## src/rtl/mem_port_arbiter_if.sv

```systemverilog
// Shared data-memory port bundle: CPU MEM-stage side, camera writer side and the memory itself.
// The arbiter uses the slave modport; the environment (pipeline, camera, memory) uses master.
interface mem_port_arbiter_if #(
    parameter int AW = 32,
    parameter int DW = 32
) ();
    logic          cpu_req;
    logic          cpu_we;
    logic [AW-1:0] cpu_addr;
    logic [DW-1:0] cpu_wdata;
    logic [DW-1:0] cpu_rdata;
    logic          cpu_stall;
    logic          cam_valid;
    logic [AW-1:0] cam_addr;
    logic [DW-1:0] cam_wdata;
    logic          cam_ready;
    logic [AW-1:0] mem_addr;
    logic [DW-1:0] mem_wdata;
    logic          mem_we;
    logic [DW-1:0] mem_rdata;
    logic [15:0]   cam_xfer_cnt;

    modport slave (
        input  cpu_req, cpu_we, cpu_addr, cpu_wdata,
        input  cam_valid, cam_addr, cam_wdata,
        input  mem_rdata,
        output cpu_rdata, cpu_stall, cam_ready,
        output mem_addr, mem_wdata, mem_we, cam_xfer_cnt
    );

    modport master (
        output cpu_req, cpu_we, cpu_addr, cpu_wdata,
        output cam_valid, cam_addr, cam_wdata,
        output mem_rdata,
        input  cpu_rdata, cpu_stall, cam_ready,
        input  mem_addr, mem_wdata, mem_we, cam_xfer_cnt
    );
endinterface

```

## src/rtl/mem_port_arbiter.sv

```systemverilog
// Arbitrates one data-memory port between the CPU MEM stage and a camera pixel writer with starvation relief.
// Optional macro CAM_BURST_EN: a forced camera grant extends into a BURST_LEN-transfer burst.
module mem_port_arbiter #(
    parameter int AW         = 32,
    parameter int DW         = 32,
    parameter int STARVE_MAX = 4,
    parameter int BURST_LEN  = 4
) (
    input logic             clock,
    input logic             reset,
    mem_port_arbiter_if.slave bus
);
    localparam int SW = $clog2(STARVE_MAX + 1);
    localparam logic [SW-1:0] STARVE_LIMIT = SW'(STARVE_MAX);

    if ($bits(bus.cpu_addr) != AW || $bits(bus.cpu_wdata) != DW) begin : g_width_check
        $error("mem_port_arbiter: interface widths do not match AW/DW");
    end
    if (BURST_LEN < 2 || BURST_LEN > 255) begin : g_burst_check
        $error("mem_port_arbiter: BURST_LEN must be within 2..255");
    end

    logic [SW-1:0] starve_cnt;
    logic [15:0]   xfer_cnt;
    logic          grant_cam;
    logic          in_burst;
    logic          forced;

    assign forced = bus.cpu_req && (starve_cnt == STARVE_LIMIT);

    // Reset masks the camera grant so the port falls back to plain CPU pass-through.
    always_comb begin
        grant_cam = 1'b0;
        if (!reset) begin
            grant_cam = bus.cam_valid && (!bus.cpu_req || forced || in_burst);
        end
    end

    assign bus.mem_addr     = grant_cam ? bus.cam_addr  : bus.cpu_addr;
    assign bus.mem_wdata    = grant_cam ? bus.cam_wdata : bus.cpu_wdata;
    assign bus.mem_we       = grant_cam ? 1'b1 : (!reset && bus.cpu_req && bus.cpu_we);
    assign bus.cam_ready    = grant_cam;
    assign bus.cpu_stall    = grant_cam && bus.cpu_req;
    assign bus.cpu_rdata    = bus.mem_rdata;
    assign bus.cam_xfer_cnt = xfer_cnt;

    always_ff @(posedge clock) begin
        if (reset) begin
            starve_cnt <= '0;
            xfer_cnt   <= '0;
        end else begin
            if (grant_cam) begin
                xfer_cnt <= xfer_cnt + 16'd1;
            end
            if (bus.cam_valid && !grant_cam) begin
                if (starve_cnt != STARVE_LIMIT) begin
                    starve_cnt <= starve_cnt + 1'b1;
                end
            end else begin
                starve_cnt <= '0;
            end
        end
    end

`ifdef CAM_BURST_EN
    typedef enum logic {
        CPU,
        BURST
    } state_t;

    state_t     state;
    state_t     state_next;
    logic [7:0] burst_cnt;
    logic [7:0] burst_next;

    always_ff @(posedge clock) begin
        if (reset) begin
            state     <= CPU;
            burst_cnt <= '0;
        end else begin
            state     <= state_next;
            burst_cnt <= burst_next;
        end
    end

    // The forcing transfer itself counts as the first of the burst, hence the BURST_LEN-1 load.
    always_comb begin
        state_next = state;
        burst_next = burst_cnt;
        case (state)
            CPU: begin
                if (grant_cam && forced) begin
                    state_next = BURST;
                    burst_next = 8'(BURST_LEN - 1);
                end
            end
            BURST: begin
                if (!bus.cam_valid) begin
                    state_next = CPU;
                    burst_next = '0;
                end else if (grant_cam) begin
                    if (burst_cnt == 8'd1) begin
                        state_next = CPU;
                        burst_next = '0;
                    end else begin
                        burst_next = burst_cnt - 8'd1;
                    end
                end
            end
            default: begin
                state_next = CPU;
                burst_next = '0;
            end
        endcase
    end

    assign in_burst = (state == BURST);
`else
    assign in_burst = 1'b0;
`endif

endmodule

```

## src/flat_wrapper.sv

```systemverilog
// flat-port wrapper written by rule: the top's interface ports become plain ports
module mem_port_arbiter_flat 
#(
    parameter int AW         = 32,
    parameter int DW         = 32,
    parameter int STARVE_MAX = 4,
    parameter int BURST_LEN  = 4
)
  (clock, reset, bus_cpu_req, bus_cpu_we, bus_cpu_addr, bus_cpu_wdata, bus_cam_valid, bus_cam_addr, bus_cam_wdata, bus_mem_rdata, bus_cpu_rdata, bus_cpu_stall, bus_cam_ready, bus_mem_addr, bus_mem_wdata, bus_mem_we, bus_cam_xfer_cnt);
  mem_port_arbiter_if #(.AW(AW), .DW(DW)) bus_i ();
  input logic clock;
  input logic reset;
  input wire logic [$bits(bus_i.cpu_req)-1:0] bus_cpu_req;
  input wire logic [$bits(bus_i.cpu_we)-1:0] bus_cpu_we;
  input wire logic [$bits(bus_i.cpu_addr)-1:0] bus_cpu_addr;
  input wire logic [$bits(bus_i.cpu_wdata)-1:0] bus_cpu_wdata;
  input wire logic [$bits(bus_i.cam_valid)-1:0] bus_cam_valid;
  input wire logic [$bits(bus_i.cam_addr)-1:0] bus_cam_addr;
  input wire logic [$bits(bus_i.cam_wdata)-1:0] bus_cam_wdata;
  input wire logic [$bits(bus_i.mem_rdata)-1:0] bus_mem_rdata;
  output wire logic [$bits(bus_i.cpu_rdata)-1:0] bus_cpu_rdata;
  output wire logic [$bits(bus_i.cpu_stall)-1:0] bus_cpu_stall;
  output wire logic [$bits(bus_i.cam_ready)-1:0] bus_cam_ready;
  output wire logic [$bits(bus_i.mem_addr)-1:0] bus_mem_addr;
  output wire logic [$bits(bus_i.mem_wdata)-1:0] bus_mem_wdata;
  output wire logic [$bits(bus_i.mem_we)-1:0] bus_mem_we;
  output wire logic [$bits(bus_i.cam_xfer_cnt)-1:0] bus_cam_xfer_cnt;
  assign bus_i.cpu_req = bus_cpu_req;
  assign bus_i.cpu_we = bus_cpu_we;
  assign bus_i.cpu_addr = bus_cpu_addr;
  assign bus_i.cpu_wdata = bus_cpu_wdata;
  assign bus_i.cam_valid = bus_cam_valid;
  assign bus_i.cam_addr = bus_cam_addr;
  assign bus_i.cam_wdata = bus_cam_wdata;
  assign bus_i.mem_rdata = bus_mem_rdata;
  assign bus_cpu_rdata = bus_i.cpu_rdata;
  assign bus_cpu_stall = bus_i.cpu_stall;
  assign bus_cam_ready = bus_i.cam_ready;
  assign bus_mem_addr = bus_i.mem_addr;
  assign bus_mem_wdata = bus_i.mem_wdata;
  assign bus_mem_we = bus_i.mem_we;
  assign bus_cam_xfer_cnt = bus_i.cam_xfer_cnt;
  mem_port_arbiter #(.AW(AW), .DW(DW), .STARVE_MAX(STARVE_MAX), .BURST_LEN(BURST_LEN)) u_core (.clock(clock), .reset(reset), .bus(bus_i));
endmodule
```

## config.mk

```make
export PLATFORM = sky130hd
export DESIGN_NAME = mem_port_arbiter_flat
export DESIGN_NICKNAME = d
export VERILOG_FILES = /design/src/rtl/mem_port_arbiter_if.sv /design/src/rtl/mem_port_arbiter.sv /design/src/flat_wrapper.sv
export SDC_FILE = /design/constraint.sdc
export NUM_CORES = 1
export LEC_CHECK = 0
export ABC_AREA = 1
export BUFFER_PORTS_ARGS = -buffer_cell sky130_fd_sc_hd__buf_4
export CAP_MARGIN = 20
export CORE_AREA = 4 4 107 109
export CTS_CLUSTER_DIAMETER = 200
export DETAILED_ROUTE_END_ITERATION = 8
export DIE_AREA = 0 0 111 113
export GPL_ROUTABILITY_DRIVEN = 0
export PLACE_DENSITY_LB_ADDON = 0.3
export SKIP_CTS_REPAIR_TIMING = 1
export SLEW_MARGIN = 20
export SYNTH_ARGS = -nofsm -noshare
export SYNTH_HDL_FRONTEND = slang
export SYNTH_SLANG_ARGS = --single-unit
```

## constraint.sdc

```tcl
create_clock -name clock -period 3.7 [get_ports clock]
set_input_delay 0.185 -clock clock [delete_from_list [all_inputs] [get_ports clock]]
set_output_delay 0.185 -clock clock [all_outputs]
set_load 0.05 [all_outputs]
```

==> summary.txt <==
Clock network
  • Reg clk slew, reported paths: 80 ps
  • Num CTS Buffers: 3
  • Worst-Skew Late Latency: 250 ps
  • CTS tree: built
  • Clock Path Buffers: 2
  • CTS Root Cell: clkbuf_8
  • Num Clock Sinks: 19
  • Htree depth: 1

STA
  • Final Skew: 1.64 ps
  • Slew @ Worst Pin: 548 ps
  • Max-slew violations: 0
  • RSZ-0062 raised after global routing: false
  • Setup_tns: 0 ps
  • Setup violators final: 0
  • Min cycle time layout: 2550 ps
  • Final hold vios: 0
  • Slew HR: 63.5%
  • Fmax achieved: 0.392 GHz
  • Tcrit/Tclk final: 69.0%
  • Hold Slack: 149 ps

Floorplan
  • Num rows: 38
  • I/O pin total: 280
  • Die W: 111 microns
  • Initial Util: 19.3%
  • Die Span Y: 113 microns
  • Full die area: 12500 sq um
  • Core area: 10600 sq um

Synth
  • EDFF count, synth: 0
  • Yosys reg bits: 19
  • Commonest cells post-synth: nand2_1 (227), buf_4 (32), nor2_1 (27)
  • Top-count cell post-synth: nand2_1
  • Synth top area share: 41.6%
  • Yosys cell types: 23
  • Mapped Area: 2050 sq um
  • Seq/Total Area, Yosys: 18.6%
  • Syn avg cell area: 5.32 sq um
  • FFs w/ async S/R, synth: 0%
  • Largest cells by area after synthesis: nand2_1 (42%), dfxtp_1 (19%), buf_4 (12%), nor2_1 (4.9%), inv_1 (3.1%)
  • Area leader, netlist: nand2_1
  • Primary FF master, synth: dfxtp_1
  • Yosys warnings: 0
  • Synth Net Count: 553
  • Syn Inst Count: 385

Detailed routing
  • Avg WL per Cell: 14.1 microns
  • Detailed-route via count: 2899
  • DRT Pass-1 Iters: 4
  • Drt total wl: 9870 microns
  • DRT antenna net count: 0
  • DR DRC count: 0
  • Initial DRC count: 191
  • Via/cell ratio: 4.15

Global route
  • Tot GR Track Use: 14.2%
  • Grt ovf: 0
  • Pin count of the biggest net entering global routing: 42
  • First-pass GRT wire length: 14700 microns
  • Initial antenna violation count: 0
  • Vias in the first global route: 2689

Power and ir drop
  • Seq pwr share: 24.5%
  • Leak: 2.04 nW
  • Power Total: 845 uW
  • Switch Pwr: 378 uW
  • Worst vdd ir: 0.000145 V
  • Clock share of power: 17.4%
  • PwrDens: 238 nW/um^2
  • Internal cell power: 467 uW
  • Comb pwr share: 58.1%
  • Sw Ratio: 44.8%

Final layout
  • Area grow syn2layout: 73.3%
  • Fillers: 1166
  • Nets: 727
  • Antenna diode count: 0
  • Layout cells sized above 1: 41.8%
  • Final Non-Filler Cells: 698

Outcome
  • Status: finished, final reports clean

Worst setup path
  • Largest fanout on the critical path: 36
  • Worst reg2reg setup slack: 1900 ps
  • Critical Path Sink Type: output pin
  • Arrival time worst endpoint: 2370 ps
  • Kind of critical path: flop to output pin
  • Crit path launch type: flop
  • WP data required: 3510 ps

Placement
  • DP HPWL: 8200 microns
  • Placed insts: 694
  • Port bufs: 215

Hold path
  • HP Class: input pin to flop

Job
  • Total of max-cap violations: 0
[placed cells by master, fill, tap and decap left out]
master,instances
nand2_1,227
buf_4,218
nor2_1,27
dfxtp_1,19
inv_1,17
nand3_1,11
a21oi_1,10
nor2_2,3
nand4_1,3
nor3_1,3
ha_1,3
clkbuf_8,3
nand2_2,2
o21ai_1,2
nor2_4,2
nor3_2,2
nand2_4,1
inv_2,1
xnor2_1,1
o21ai_0,1
a21o_1,1
clkinv_2,1
[power by group through the flow]
stage | Clock [mW] | Sequential [mW] | Combinational (mW)
2_1_floorplan | 0 | 0.215 | 0.369
3_3_place_gp | 0 | 0.212 | 0.492
3_5_place_dp | 0 | 0.212 | 0.493
4_1_cts | 0.150 | 0.207 | 0.495
5_1_grt | 0.161 | 0.207 | 0.519
6_report | 0.147 | 0.207 | 0.491
[layout make-up]
| type | count | area [sq um] | area share, % |
|---|---|---|---|
| well taps | 140 | 175 | 4.93 |
| multi-input cells | 299 | 1250 | 35.1 |
| inverters | 18 | 67.6 | 1.90 |
| repair buffers | 218 | 1640 | 46.1 |
| flip-flops and latches | 19 | 380 | 10.7 |
| clock buffers | 3 | 41.3 | 1.16 |
| clock inverters | 1 | 5.00 | 0.141 |
[registers in the layout, summed over array words and instances (netlist names)]
register,count
u_core.bus.cam_xfer_cnt,16
u_core.starve_cnt,3
[final timing paths]
kind                                startpoint                                      end  cells after the start
max          u_core.starve_cnt[0]$_SDFFE_PP0N_                         bus_mem_addr[30]                     10
min                                      reset  u_core.bus.cam_xfer_cnt[4]$_SDFFE_PP0N_                      2
max reg2reg  u_core.starve_cnt[0]$_SDFFE_PP0N_  u_core.bus.cam_xfer_cnt[4]$_SDFFE_PP0N_                      8
min reg2reg  u_core.starve_cnt[0]$_SDFFE_PP0N_        u_core.starve_cnt[0]$_SDFFE_PP0N_                      1
[routing by layer]
layer	part of all wire, %	GRT usage [%]	routed length [microns]
met1	39	17.8	3850
met2	49	24.1	4880
met3	9.3	3.69	914
met4	2.3	4.11	229
met5	0	0	0
[cells by family after synthesis]
group / synth area share, %
and+or+nand+nor: 55.0
xor gates and xnor gates: 0.427
adders and majority gates: 1.83
buffers and inverters: 20.6
DFF: 18.6
AOI/OAI and AO/OA: 3.54
[worst max-delay path: stages, from the launching register on]
cell,delay [ps]
dfxtp_1,330
inv_1,60
ha_1,160
nand2_2,70
nand2_2,90
nand2_4,250
inv_2,380
buf_4,330
nand2_1,90
nand2_1,100
buf_4,210
[stage by stage]
step | utilization (%) | cell area [sq um] | setup slack [ps]
finish | 33.5 | 3550 | 1150
CTS | 33.5 | 3550 | 1110
floorplan | - | 2050 | 1840
global placement | 33.1 | 3510 | 1450
detailed placement | 33.1 | 3510 | 1410
global route | 33.5 | 3550 | 935
Note: power is estimated with default switching activity, not from simulation.
